`src/rtl/dmem_cache.sv`:
```
// Direct-mapped, write-back, write-allocate data cache for the MEM stage.
// Optional hit/miss statistics are built only when DCACHE_STATS_EN is defined.
module dmem_cache #(
   parameter int DATA_WIDTH = 32,
   parameter int ADDR_WIDTH = 32,
   parameter int LINE_WORDS = 4,
   parameter int NUM_SETS   = 16
) (
   input  logic                             clk,
   input  logic                             rstn,
   input  logic                             cpu_read,
   input  logic                             cpu_write,
   input  logic [ADDR_WIDTH-1:0]            cpu_addr,
   input  logic [DATA_WIDTH-1:0]            cpu_wdata,
   input  logic [1:0]                       cpu_maskmode,
   input  logic                             cpu_sext,
   output logic [DATA_WIDTH-1:0]            cpu_rdata,
   output logic                             cpu_stall,
   output logic                             mem_req,
   output logic                             mem_we,
   output logic [ADDR_WIDTH-1:0]            mem_addr,
   output logic [LINE_WORDS*DATA_WIDTH-1:0] mem_wdata,
   input  logic                             mem_ack,
   input  logic [LINE_WORDS*DATA_WIDTH-1:0] mem_rdata,
   output logic [31:0]                      hit_count,
   output logic [31:0]                      miss_count
);
   localparam int WI     = $clog2(LINE_WORDS);
   localparam int SB     = $clog2(NUM_SETS);
   localparam int OFF    = WI + 2;
   localparam int TAG_W  = ADDR_WIDTH - OFF - SB;
   localparam int LINE_W = LINE_WORDS * DATA_WIDTH;

   typedef enum logic [1:0] {S_IDLE, S_WRITEBACK, S_REFILL} state_t;

   state_t                  state_q, state_d;
   logic                    mem_req_q, mem_req_d;
   logic                    mem_we_q, mem_we_d;
   logic [ADDR_WIDTH-1:0]   mem_addr_q, mem_addr_d;
   logic [LINE_W-1:0]       mem_wdata_q, mem_wdata_d;
   logic [NUM_SETS-1:0]     valid_q, valid_d;
   logic [NUM_SETS-1:0]     dirty_q, dirty_d;
   logic [TAG_W-1:0]        tag_q [NUM_SETS];
   logic [LINE_W-1:0]       data_q [NUM_SETS];

   logic [SB-1:0]           set_idx;
   logic [TAG_W-1:0]        cpu_tag;
   logic [WI-1:0]           word_idx;
   logic                    req, hit, idle_hit;
   logic [LINE_W-1:0]       cur_line, line_d;
   logic                    line_we, tag_we;
   logic [DATA_WIDTH-1:0]   hit_word, byte_sh, half_sh, load_data;
   logic [DATA_WIDTH-1:0]   wd_rep, merged_word;
   logic [3:0]              be;
   logic [LINE_W-1:0]       merged_line;

   assign set_idx  = cpu_addr[OFF+SB-1:OFF];
   assign cpu_tag  = cpu_addr[ADDR_WIDTH-1:OFF+SB];
   assign word_idx = cpu_addr[OFF-1:2];
   assign req      = cpu_read | cpu_write;
   assign cur_line = data_q[set_idx];
   assign hit      = valid_q[set_idx] && (tag_q[set_idx] == cpu_tag);
   assign idle_hit = (state_q == S_IDLE) && hit;
   assign hit_word = cur_line[word_idx*DATA_WIDTH +: DATA_WIDTH];

   assign cpu_stall = rstn & req & ~idle_hit;
   assign cpu_rdata = (rstn && req && idle_hit) ? load_data : '0;
   assign mem_req   = mem_req_q;
   assign mem_we    = mem_we_q;
   assign mem_addr  = mem_addr_q;
   assign mem_wdata = mem_wdata_q;

   always_comb begin
      byte_sh = hit_word >> {cpu_addr[1:0], 3'b000};
      half_sh = hit_word >> {cpu_addr[1], 4'b0000};
      case (cpu_maskmode)
         2'b00:   load_data = {{(DATA_WIDTH-8){cpu_sext & byte_sh[7]}}, byte_sh[7:0]};
         2'b01:   load_data = {{(DATA_WIDTH-16){cpu_sext & half_sh[15]}}, half_sh[15:0]};
         default: load_data = hit_word;
      endcase
   end

   // Store data is replicated across lanes so the byte enables alone pick the target bytes.
   always_comb begin
      case (cpu_maskmode)
         2'b00: begin
            be     = 4'b0001 << cpu_addr[1:0];
            wd_rep = {4{cpu_wdata[7:0]}};
         end
         2'b01: begin
            be     = cpu_addr[1] ? 4'b1100 : 4'b0011;
            wd_rep = {2{cpu_wdata[15:0]}};
         end
         default: begin
            be     = 4'b1111;
            wd_rep = cpu_wdata;
         end
      endcase
      for (int b = 0; b < 4; b++) begin
         merged_word[b*8 +: 8] = be[b] ? wd_rep[b*8 +: 8] : hit_word[b*8 +: 8];
      end
      merged_line = cur_line;
      merged_line[word_idx*DATA_WIDTH +: DATA_WIDTH] = merged_word;
   end

   always_comb begin
      state_d     = state_q;
      mem_req_d   = mem_req_q;
      mem_we_d    = mem_we_q;
      mem_addr_d  = mem_addr_q;
      mem_wdata_d = mem_wdata_q;
      valid_d     = valid_q;
      dirty_d     = dirty_q;
      line_we     = 1'b0;
      tag_we      = 1'b0;
      line_d      = merged_line;
      case (state_q)
         S_IDLE: begin
            if (req && hit) begin
               if (cpu_write) begin
                  line_we          = 1'b1;
                  dirty_d[set_idx] = 1'b1;
               end
            end else if (req) begin
               mem_req_d = 1'b1;
               if (valid_q[set_idx] && dirty_q[set_idx]) begin
                  state_d     = S_WRITEBACK;
                  mem_we_d    = 1'b1;
                  mem_addr_d  = {tag_q[set_idx], set_idx, {OFF{1'b0}}};
                  mem_wdata_d = cur_line;
               end else begin
                  state_d     = S_REFILL;
                  mem_we_d    = 1'b0;
                  mem_addr_d  = {cpu_tag, set_idx, {OFF{1'b0}}};
                  mem_wdata_d = '0;
               end
            end
         end
         S_WRITEBACK: begin
            if (mem_ack) begin
               state_d     = S_REFILL;
               mem_we_d    = 1'b0;
               mem_addr_d  = {cpu_tag, set_idx, {OFF{1'b0}}};
               mem_wdata_d = '0;
            end
         end
         S_REFILL: begin
            if (mem_ack) begin
               state_d          = S_IDLE;
               mem_req_d        = 1'b0;
               mem_addr_d       = '0;
               line_we          = 1'b1;
               tag_we           = 1'b1;
               line_d           = mem_rdata;
               valid_d[set_idx] = 1'b1;
               dirty_d[set_idx] = 1'b0;
            end
         end
         default: state_d = S_IDLE;
      endcase
   end

   always_ff @(posedge clk) begin
      if (!rstn) begin
         state_q     <= S_IDLE;
         mem_req_q   <= 1'b0;
         mem_we_q    <= 1'b0;
         mem_addr_q  <= '0;
         mem_wdata_q <= '0;
         valid_q     <= '0;
         dirty_q     <= '0;
      end else begin
         state_q     <= state_d;
         mem_req_q   <= mem_req_d;
         mem_we_q    <= mem_we_d;
         mem_addr_q  <= mem_addr_d;
         mem_wdata_q <= mem_wdata_d;
         valid_q     <= valid_d;
         dirty_q     <= dirty_d;
      end
   end

   // Line data and tags are qualified by valid, so they are left out of reset.
   always_ff @(posedge clk) begin
      if (rstn && line_we) data_q[set_idx] <= line_d;
      if (rstn && tag_we)  tag_q[set_idx]  <= cpu_tag;
   end

`ifdef DCACHE_STATS_EN
   logic [31:0] hit_count_q, hit_count_d;
   logic [31:0] miss_count_q, miss_count_d;
   logic        fill_done_q, fill_done_d;

   always_comb begin
      hit_count_d  = hit_count_q;
      miss_count_d = miss_count_q;
      fill_done_d  = (state_q == S_REFILL) && mem_ack;
      // The first hit after a refill completes the miss; it is not a separate hit.
      if (req && idle_hit && !fill_done_q && hit_count_q != 32'hFFFF_FFFF)
         hit_count_d = hit_count_q + 32'd1;
      if (req && (state_q == S_IDLE) && !hit && miss_count_q != 32'hFFFF_FFFF)
         miss_count_d = miss_count_q + 32'd1;
   end

   always_ff @(posedge clk) begin
      if (!rstn) begin
         hit_count_q  <= '0;
         miss_count_q <= '0;
         fill_done_q  <= 1'b0;
      end else begin
         hit_count_q  <= hit_count_d;
         miss_count_q <= miss_count_d;
         fill_done_q  <= fill_done_d;
      end
   end

   assign hit_count  = hit_count_q;
   assign miss_count = miss_count_q;
`else
   assign hit_count  = 32'd0;
   assign miss_count = 32'd0;
`endif
endmodule
```
`config.mk`:
```
export PLATFORM = sky130hd
export DESIGN_NAME = dmem_cache
export DESIGN_NICKNAME = d
export VERILOG_FILES = /design/src/rtl/dmem_cache.sv
export SDC_FILE = /design/constraint.sdc
export NUM_CORES = 2
export LEC_CHECK = 0
export BUFFER_PORTS_ARGS = -buffer_cell sky130_fd_sc_hd__buf_4
export CORE_MARGIN = 4
export CORE_UTILIZATION = 25
export CTS_CLUSTER_DIAMETER = 40
export DETAILED_ROUTE_END_ITERATION = 10
export GPL_TIMING_DRIVEN = 0
export PLACE_DENSITY = 0.36
export SKIP_LAST_GASP = 1
export SLEW_MARGIN = 10
export SYNTH_ARGS = -nofsm -noshare
export SYNTH_HDL_FRONTEND = slang
export SYNTH_SLANG_ARGS = --single-unit
```
`constraint.sdc`:
```
create_clock -name clk -period 16 [get_ports clk]
set_input_delay 0.8 -clock clk [delete_from_list [all_inputs] [get_ports clk]]
set_output_delay 0.8 -clock clk [all_outputs]
set_load 0.1 [all_outputs]
```
==> impl_metrics.yaml <==
logic_synthesis:
  synth_fa_ha_area_frac: 0.00107
  synth_area_um2: 106000
  yosysMostFrequentCell: "edfxtp_1"
  synth-simple-area-share: 0.0194
  synth_compound_area_frac: 0.0505
  syn_avg_cell_area_um2: 20.0
  ys.warnings.count: 0
  synth_top_family_by_area: "multiplexers"
  muxShareOfSynthArea: 0.173
  synth-xor-area-share: 0.00215
  synth_top_area_share: 0.691
  synth-async-reset-ratio: 0
  synth-edff-count: 2432
  ys_seq_elements: 2624
  synth.distinct_cells: 76
  yosys-top-cells-area: "edfxtp_1 69%, mux4_2 15%, dfxtp_1 3.6%"
  synthFlopType: "edfxtp_1"
  synth.largest_area_cell: "edfxtp_1"
  syn_inst: 5278
  yosysSeqAreaShare: 0.727
  synth_common_cells: "2432 x edfxtp_1, 706 x mux4_2, 192 x dfxtp_1"
cts:
  ctsHtreeMaxLevel: 5
  cts_buffers: 441
  cts_root_buffer: "clkbuf_16"
  worstSkewPairLatency_ns: 0.98
  holdBufCountCts: 0
  cts_tree: "done"
  cts_sinks: 2624
  clk_pin_slew_ns: 0.05
  clk_path_buf_depth: 4
  cts_resized: 0
  cts_setup_buffers: 0
final_layout:
  regArea_um2: 76900
  fin_cells: 12400
  area_delta_synth_final_pct: 28.1
  final_nets: 6566
  fillers: 40500
  drive_gt1_frac: 0.354
  multiInputGateArea_um2: 26600
grt:
  grt_max_degree: 24
  grtUsageTotal: 0.197
  overflow: 0
  antenna_found_initial: 35
  grt_pass1_vias: 61200
  grt_pass1_wl_mm: 578
power:
  pwr-share-clk: 0.507
  power_frac_comb: 0.083
  p_seq_frac: 0.410
  peakVddDrop_uv: 113
  p_switching_w: 0.00468
  internal_power_w: 0.0142
  power_density_nw_per_um2: 139
  p_sw_frac: 0.248
  p_leak_nw: 44.9
floorplanning:
  core_um2: 421000
  start_util: 0.251
  num_rows: 238
  die-area_um2: 433000
  pin_count: 459
  die_w_um: 658
  die_y_um: 658
worst_setup_path:
  r2r_slack_ns: 10.01
  r2r_start: "tag_q[15][17]"
  crit_fanout: 10
  startpoint_type: "input port"
  arrival_ns: 6.95
  critPathKind: "input port to output port"
  ff2ff_path_depth: 14
  cp.required_ns: 15.20
  end_kind: "output port"
  r2r_end: "data_q[8][0]"
worst_hold_path:
  worstHoldEndpoint: "tag_q[0][23]"
  worstHoldStart: "cpu_addr[31]"
  worstHoldPathType: "input port to flop"
  hold_path_depth: 1
placed_design:
  dp.cells: 11600
  globalplace.congestion: 0.877
  dp_hpwl_mm: 316
  port_buffers: 384
  place_ws_ns: 8.18
sta:
  worst_pin_slew_ns: 1.33
  fin_crit_ns: 7.75
  setup-tns-final_ns: 0
  skew_ns: 0.0743
  post-route-period-util: 0.485
  slew_viol_final: 0
  finalSetupViolCount: 0
  rsz0062_at_grt: "false"
  slew_headroom: 0.115
  max_freq_mhz: 129
  hold_viol: 0
  final_critical_path_setup_slack_ns: 8.25
drt:
  vias: 60100
  wl_per_cell_um: 35.3
  drt_iter0_drc: 6354
  routed_wirelength_mm: 438
  drtAntennaViolNets: 0
  drcViolationCount: 0
  drt_first_pass_iters: 6
  drt-vias-per-instance: 4.85
job:
  maxCapViolations: 0
status:
  outcome: "finished, final reports clean"
==> routing by layer <==
layer | vias up | share of wire | routed length, um | GRT usage
met4 | 4 | 0.041 | 17900 | 0.0700
met5 | - | 0.000053 | 23 | 0
met2 | 2378 | 0.48 | 212000 | 0.327
li1 | 24200 | - | - | -
met3 | 629 | 0.060 | 26200 | 0.0361
met1 | 32900 | 0.42 | 182000 | 0.257
==> state kept, by name, summed over array words and instances, names as in the netlist, named ones only <==
signal	flops
tag_q	384
mem_req	1
mem_we	1
state_q	2
data_q	2048
valid_q	16
mem_wdata	128
mem_addr	28
==> how the worst max path moves through the flow <==
stage                            from       endpoint  depth (start not counted)  slack, ns
after CTS                 cpu_addr[6]  cpu_rdata[10]                         13       8.19
after global placement    cpu_addr[6]  data_q[15][4]                          8      -8.08
after detailed placement  cpu_addr[6]   data_q[3][4]                         13       8.18
after floorplan           cpu_addr[7]  data_q[10][0]                         14       6.61
after global routing      cpu_addr[6]  cpu_rdata[10]                         13       8.11
final                     cpu_addr[6]  cpu_rdata[10]                         13       8.25
==> critical path: stages <==
cell and delay [ns]:
buf_4 0.12, clkbuf_1 0.92, buf_2 0.68, clkbuf_1 0.87, clkbuf_1 0.92, mux4_2 0.56, inv_1 0.12, o21ai_0 0.34
o21ai_1 0.21, nor2_1 0.19, a21oi_1 0.05, a21oi_1 0.69, buf_4 0.43
==> metrics by stage <==
| step | utilization | cell area [um2] | total power, W | hold slack [ns] |
|---|---|---|---|---|
| floorplan | - | 106000 | 0.00870 | 0.418 |
| global placement | 0.276 | 116000 | 0.00941 | 0.426 |
| detailed placement | 0.286 | 120000 | 0.00944 | 0.435 |
| CTS | 0.322 | 135000 | 0.0191 | 0.138 |
| global route | 0.322 | 135000 | 0.0195 | 0.184 |
| finish | 0.322 | 135000 | 0.0189 | 0.235 |
==> cells by family after synthesis <==
family,count (synthesis)
fa+ha+maj,9
flops,2624
xor+xnor,26
buf+inv,545
compound gates,735
mux,885
other cells,1
simple gates,453
==> cell type report <==
| class | count | area share |
|---|---|---|
| tap | 5640 | 0.0521 |
| timing repair buffer | 569 | 0.0510 |
| clock inverter | 328 | 0.0261 |
| inverter | 141 | 0.00391 |
| buffer | 404 | 0.0174 |
| multi-input combinational | 2176 | 0.196 |
| antenna | 16 | 0.000296 |
| clock buffer | 499 | 0.0855 |
| sequential | 2624 | 0.567 |
==> power by group through the flow <==
| stage | Clock [W] | Sequential, W | Combinational, W |
|---|---|---|---|
| 2_1_floorplan | 0 | 0.00792 | 0.000778 |
| 3_3_place_gp | 0 | 0.00788 | 0.00153 |
| 3_5_place_dp | 0 | 0.00786 | 0.00158 |
| 4_1_cts | 0.00975 | 0.00773 | 0.00158 |
| 5_1_grt | 0.0101 | 0.00773 | 0.00164 |
| 6_report | 0.00956 | 0.00773 | 0.00157 |
==> cells in the final DEF (no fill, tap or decap), types with 50 or more instances in the layout <==
cell type,instances
conb_1,68
o221ai_1,95
buf_2,129
clkbuf_16,451
a21oi_1,130
inv_1,138
clkinv_2,76
bufinv_16,50
clkinvlp_4,59
a22o_1,134
buf_16,53
buf_4,469
o21a_1,93
clkbuf_1,153
nor2_1,110
buf_12,133
dfxtp_1,192
mux4_2,706
clkinv_1,53
nor3_1,52
edfxtp_1,2432
mux2i_1,129
nand2_1,138
(Power assumes the default switching activity.)
